## config.mk

```make
export PLATFORM = sky130hd
export DESIGN_NAME = instr_loader
export DESIGN_NICKNAME = d
export VERILOG_FILES = /design/src/rtl/instr_loader_pkg.sv /design/src/rtl/instr_loader.sv
export SDC_FILE = /design/constraint.sdc
export NUM_CORES = 1
export LEC_CHECK = 0
export BUFFER_PORTS_ARGS = -buffer_cell sky130_fd_sc_hd__buf_4
export CAP_MARGIN = 30
export CORE_ASPECT_RATIO = 1.4
export CORE_MARGIN = 10
export CORE_UTILIZATION = 30
export CTS_CLUSTER_SIZE = 8
export DETAILED_ROUTE_END_ITERATION = 16
export GPL_ROUTABILITY_DRIVEN = 0
export SLEW_MARGIN = 20
export SYNTH_ARGS = -nofsm -noshare
export SYNTH_HDL_FRONTEND = slang
export SYNTH_SLANG_ARGS = --single-unit
```

## constraint.sdc

```tcl
create_clock -name i_clock -period 3.74 [get_ports i_clock]
set_clock_uncertainty 0.1 [all_clocks]
set_input_delay 0.748 -clock i_clock [delete_from_list [all_inputs] [get_ports i_clock]]
set_output_delay 0.748 -clock i_clock [all_outputs]
set_load 0.02 [all_outputs]
```

## src/rtl/instr_loader_pkg.sv

```systemverilog
// Shared pipeline definitions: loader FSM encodings and the default halt instruction.
package instr_loader_pkg;

   typedef enum logic [1:0] {
      ST_IDLE  = 2'd0,
      ST_LOAD  = 2'd1,
      ST_DONE  = 2'd2,
      ST_ERROR = 2'd3
   } state_e;

   localparam logic [31:0] HALT_WORD_DEFAULT = 32'hFFFF_FFFF;

endpackage

```

## src/rtl/instr_loader.sv

```systemverilog
// Streams received bytes into instruction memory until the halt word lands
// or the memory fills up.
module instr_loader
   import instr_loader_pkg::*;
#(
   parameter int          INSTMEM_SIZE = 8,
   parameter int          MEM_SIZE     = 8,
   parameter logic [31:0] HALT_WORD    = HALT_WORD_DEFAULT
) (
   input  logic                      i_clock,
   input  logic                      i_reset_n,
   input  logic                      i_start,
   input  logic                      i_clear,
   input  logic [MEM_SIZE-1:0]       i_rx_data,
   input  logic                      i_rx_valid,
   output logic                      o_instrmem_en,
   output logic                      o_write_en,
   output logic [MEM_SIZE-1:0]       o_write_data,
   output logic [INSTMEM_SIZE-1:0]   o_write_addr,
   output logic [INSTMEM_SIZE-2:0]   o_word_count,
   output logic                      o_done,
   output logic                      o_error
);

   state_e                    state_q, state_d;
   logic [INSTMEM_SIZE-1:0]   addr_q, addr_d;
   logic [31:0]               word_q, word_d;
   logic [INSTMEM_SIZE-2:0]   wc_q, wc_d;
   logic                      wen_q, wen_d;
   logic [MEM_SIZE-1:0]       wdata_q, wdata_d;
   logic [INSTMEM_SIZE-1:0]   waddr_q, waddr_d;
   logic                      fin_q, fin_d;
   logic                      fin_err_q, fin_err_d;
   logic [31:0]               word_next;

   always_comb begin
      state_d   = state_q;
      addr_d    = addr_q;
      word_d    = word_q;
      wc_d      = wc_q;
      wen_d     = 1'b0;
      wdata_d   = wdata_q;
      waddr_d   = waddr_q;
      fin_d     = fin_q;
      fin_err_d = fin_err_q;
      word_next = (word_q << MEM_SIZE) | 32'(i_rx_data);

      case (state_q)
         ST_IDLE: begin
            if (i_start) begin
               state_d   = ST_LOAD;
               addr_d    = '0;
               waddr_d   = '0;
               wc_d      = '0;
               fin_d     = 1'b0;
               fin_err_d = 1'b0;
            end
         end
         ST_LOAD: begin
            // fin_q marks the cycle carrying the final write; leave LOAD one cycle later
            if (fin_q) begin
               state_d = fin_err_q ? ST_ERROR : ST_DONE;
               fin_d   = 1'b0;
            end else if (i_rx_valid) begin
               wen_d   = 1'b1;
               wdata_d = i_rx_data;
               waddr_d = addr_q;
               addr_d  = addr_q + 1'b1;
               word_d  = word_next;
               if (&addr_q[1:0]) begin
                  wc_d = wc_q + 1'b1;
                  if (word_next == HALT_WORD) begin
                     fin_d     = 1'b1;
                     fin_err_d = 1'b0;
                  end else if (&addr_q) begin
                     fin_d     = 1'b1;
                     fin_err_d = 1'b1;
                  end
               end
            end
         end
         ST_DONE, ST_ERROR: begin
            if (i_clear) state_d = ST_IDLE;
         end
         default: state_d = ST_IDLE;
      endcase
   end

   always_ff @(posedge i_clock or negedge i_reset_n) begin
      if (!i_reset_n) begin
         state_q   <= ST_IDLE;
         addr_q    <= '0;
         word_q    <= '0;
         wc_q      <= '0;
         wen_q     <= 1'b0;
         wdata_q   <= '0;
         waddr_q   <= '0;
         fin_q     <= 1'b0;
         fin_err_q <= 1'b0;
      end else begin
         state_q   <= state_d;
         addr_q    <= addr_d;
         word_q    <= word_d;
         wc_q      <= wc_d;
         wen_q     <= wen_d;
         wdata_q   <= wdata_d;
         waddr_q   <= waddr_d;
         fin_q     <= fin_d;
         fin_err_q <= fin_err_d;
      end
   end

   assign o_instrmem_en = (state_q == ST_LOAD);
   assign o_write_en    = wen_q;
   assign o_write_data  = wdata_q;
   assign o_write_addr  = waddr_q;
   assign o_word_count  = wc_q;
   assign o_done        = (state_q == ST_DONE);
   assign o_error       = (state_q == ST_ERROR);

endmodule

```

==> run_results.csv <==
group,metric,value,unit
timing,max_freq,428.4,MHz
timing,slew_headroom,56.16,%
synthesis,synth_cells,200,
min_path,hp-class,"primary input to async pin",
timing,finalMaxSlewViolations,0,
final_layout,fillers,784,
grt,grt_overflow,0,
final_layout,area_growth,18.01,%
final_layout,nets,247,
setup_path,setup.worst_path.start_class,"register",
clock_network,clk_pin_slew,90,ps
clock_network,numCtsBuffers,5,
setup_path,critical_path.max_fanout,15,
drt,drt-initial-drc-count,49,
setup_path,reg2reg_depth,4,
grt,track_usage,9.018,%
final_layout,multi_input_area,949.7,um^2
clock_network,cts_max_level,2,
timing,min_period,2334,ps
flow_run,drv_cap,0,
grt,grt_pass1_wl,8673,um
synthesis,synth_top_area_cell,"dfrtp_1",
drt,routed_wl,5171,um
synthesis,ys_ff_latch,52,
floorplanning,row_count,38,
power,leakage,1.210,nW
timing,fin_crit_sh,62.41,%
setup_path,r2r_setup_slack,1600,ps
timing,finalHoldViolations,0,
drt,num_vias,1633,
grt,antenna_found_initial,0,
floorplanning,die_x,94.88,um
clock_network,post_cts_resized,0,
drt,drt-wirelength-per-cell,15.53,um
floorplanning,initial_core_util,30.57,%
place,dp_hpwl,3714,um
clock_network,cts_tree,"done",
floorplanning,fp.coreArea,7702,um^2
synthesis,ys_top_cells_by_area,"dfrtp_1, mux2_2, a22o_1, nand2_1, buf_4",
drt,drt-pass1-iter-count,4,
drt,drtAntennaViolNets,0,
clock_network,root_buffer,"clkbuf_8",
timing,setup_viol,0,
setup_path,cp-end-kind,"primary output",
floorplanning,boundaryPins,40,
synthesis,yosys_warnings,0,
synthesis,synth_top_cell_area_share,55.26,%
run_status,outcome,"completed",
final_layout,n_antenna_cell,0,
synthesis,synth_cell_types,38,
power,p_per_area,655.8,nW/um^2
clock_network,cts_buffer_depth,2,
clock_network,clock_latency,300,ps
synthesis,avgSynthCellArea,11.77,um^2
setup_path,r2r-start,"state_q[0]",
power,vdd_drop_max,0.0002230,V
setup_path,worstPathRequired,2890,ps
timing,tightest_slew,657.6,ps
synthesis,yosysSeqAreaShare,55.26,%
drt,post_drt_via_cell_ratio,4.904,
floorplanning,die_y,124.8,um
final_layout,layout-drive-gt1-share,32.19,%
setup_path,r2r_end,"word_q[20]",
place,port_buffers,39,
grt,grt_pass1_vias,1739,
grt,grt_max_degree,53,
clock_network,cts_num_sinks,52,
timing,tns,0,ps
synthesis,syn_nets,215,
clock_network,hold_buffers,0,
floorplanning,dieArea,11840,um^2
drt,remaining_drc_errors,0,
setup_path,arrival,1490,ps
place,place_inst,324,
timing,rsz0062_at_grt,"no",
setup_path,worstSetupPathType,"register to primary output",
synthesis,netlist_area,2355,um^2
final_layout,final_cells,333,
clock_network,cts_setup_buffers,0,
final_layout,seq_area,1301,um^2
==> per-stage QoR <==
| stage | utilization, % | instance area, um^2 | power, mW | worst slack, ps | hold WS [ps] |
|---|---|---|---|---|---|
| 4_1_cts | 36.01 | 2774 | 1.851 | 1373 | 392.0 |
| 5_1_grt | 36.08 | 2779 | 1.952 | 1306 | 418.2 |
| 2_1_floorplan | - | 2355 | 1.298 | 1756 | 352.4 |
| 6_report | 36.08 | 2779 | 1.822 | 1406 | 370.7 |
| 3_5_place_dp | 34.84 | 2684 | 1.516 | 1497 | 383.1 |
| 3_3_place_gp | 34.84 | 2684 | 1.499 | 1525 | 383.4 |
==> worst max-delay path, cell delays in order (launching register included) <==
cell and delay, ps:
dfrtp_1 640, nor2b_1 340, buf_4 200
==> sequential cells by signal (all words and copies together), names as in the netlist <==
signal and flops:
o_write_en 1, fin_err_q 1, word_q 24, o_word_count 7
fin_q 1, state_q 2, o_write_addr 8, addr_q 8
==> logic make-up after synthesis <==
| kind of cell | after synthesis | synth area share, % |
|---|---|---|
| AO/OA/AOI/OAI | 35 | 10.95 |
| XOR/XNOR | 4 | 1.488 |
| adder cells (fa/ha/maj) | 2 | 1.063 |
| buffers and inverters | 18 | 4.410 |
| flip-flops | 52 | 55.26 |
| multiplexers | 26 | 12.38 |
| AND/OR/NAND/NOR | 63 | 14.45 |
==> worst max-delay path by stage <==
stage	startpoint	end	slack, ps	cells after the start
after detailed placement	i_start	o_word_count[6]	1500	4
after global placement	i_rx_valid	addr_q[5]	1520	5
after CTS	state_q[0]	o_instrmem_en	1370	2
after floorplan	i_rx_valid	word_q[4]	1760	5
after global routing	state_q[0]	o_instrmem_en	1310	2
final	state_q[0]	o_instrmem_en	1410	2
==> per-layer routing <==
layer / share of wire [%] / global-route usage (%) / wire [um] / vias to the layer above
met2: 52 / 15.24 / 2670 / 32
met5: 0 / 0 / 0 / -
met1: 42 / 10.28 / 2151 / 813
met3: 5.3 / 3.016 / 276 / 6
met4: 1.4 / 2.915 / 73 / 0
li1: - / - / - / 782
==> cell usage after synthesis <==
cell type	number
a211oi_1	4
a21o_1	2
a21oi_1	4
a22o_1	11
a31oi_1	1
a41o_1	1
and2_1	2
buf_1	1
buf_2	5
buf_4	8
clkbuf_1	2
dfrtp_1	52
ha_1	2
inv_1	2
mux2_2	25
mux2i_1	1
nand2_1	19
nand2b_1	1
nand2b_4	1
nand3_1	7
nand3b_1	2
nand4_1	9
nand4b_1	1
nor2_1	7
nor2b_1	4
nor3_1	1
nor3b_1	1
nor4_1	2
o211ai_1	1
o21ai_0	5
o21bai_1	1
o221ai_1	1
o2bb2ai_1	1
o31ai_1	3
or2_2	1
or3b_2	1
or4_1	4
xnor2_1	4
==> cell type report <==
type                    count  share of cell area (%)
clock buffers               8                   3.242
inverters                   2                  0.2701
multi-input cells         130                   34.17
flip-flops and latches     52                   46.83
well taps                 100                   4.502
repair buffers             41                   10.99
==> power breakdown <==
| part | total [mW] | switching, mW | internal [mW] |
|---|---|---|---|
| registers | 0.926 | 0.177 | 0.748 |
| clock network | 0.328 | 0.177 | 0.151 |
| logic | 0.568 | 0.280 | 0.288 |
==> cell usage in the layout, fill, tap and decap left out, drive strengths merged <==
cell type	n
nand4	9
nor3	1
nand3	7
o31ai	3
a211oi	4
a41o	1
nand3b	2
nor2b	4
or3b	1
clkbuf	8
o21bai	1
o221ai	1
xnor2	4
a21o	2
nand4b	1
or4	4
a22o	11
nor4	2
nor2	7
mux2	25
a31oi	1
o2bb2ai	1
a21oi	4
nor3b	1
mux2i	1
or2	1
inv	2
o21ai	5
nand2	19
buf	41
and2	2
dfrtp	52
ha	2
nand2b	2
o211ai	1
Note: power is estimated with default switching activity, not from simulation.
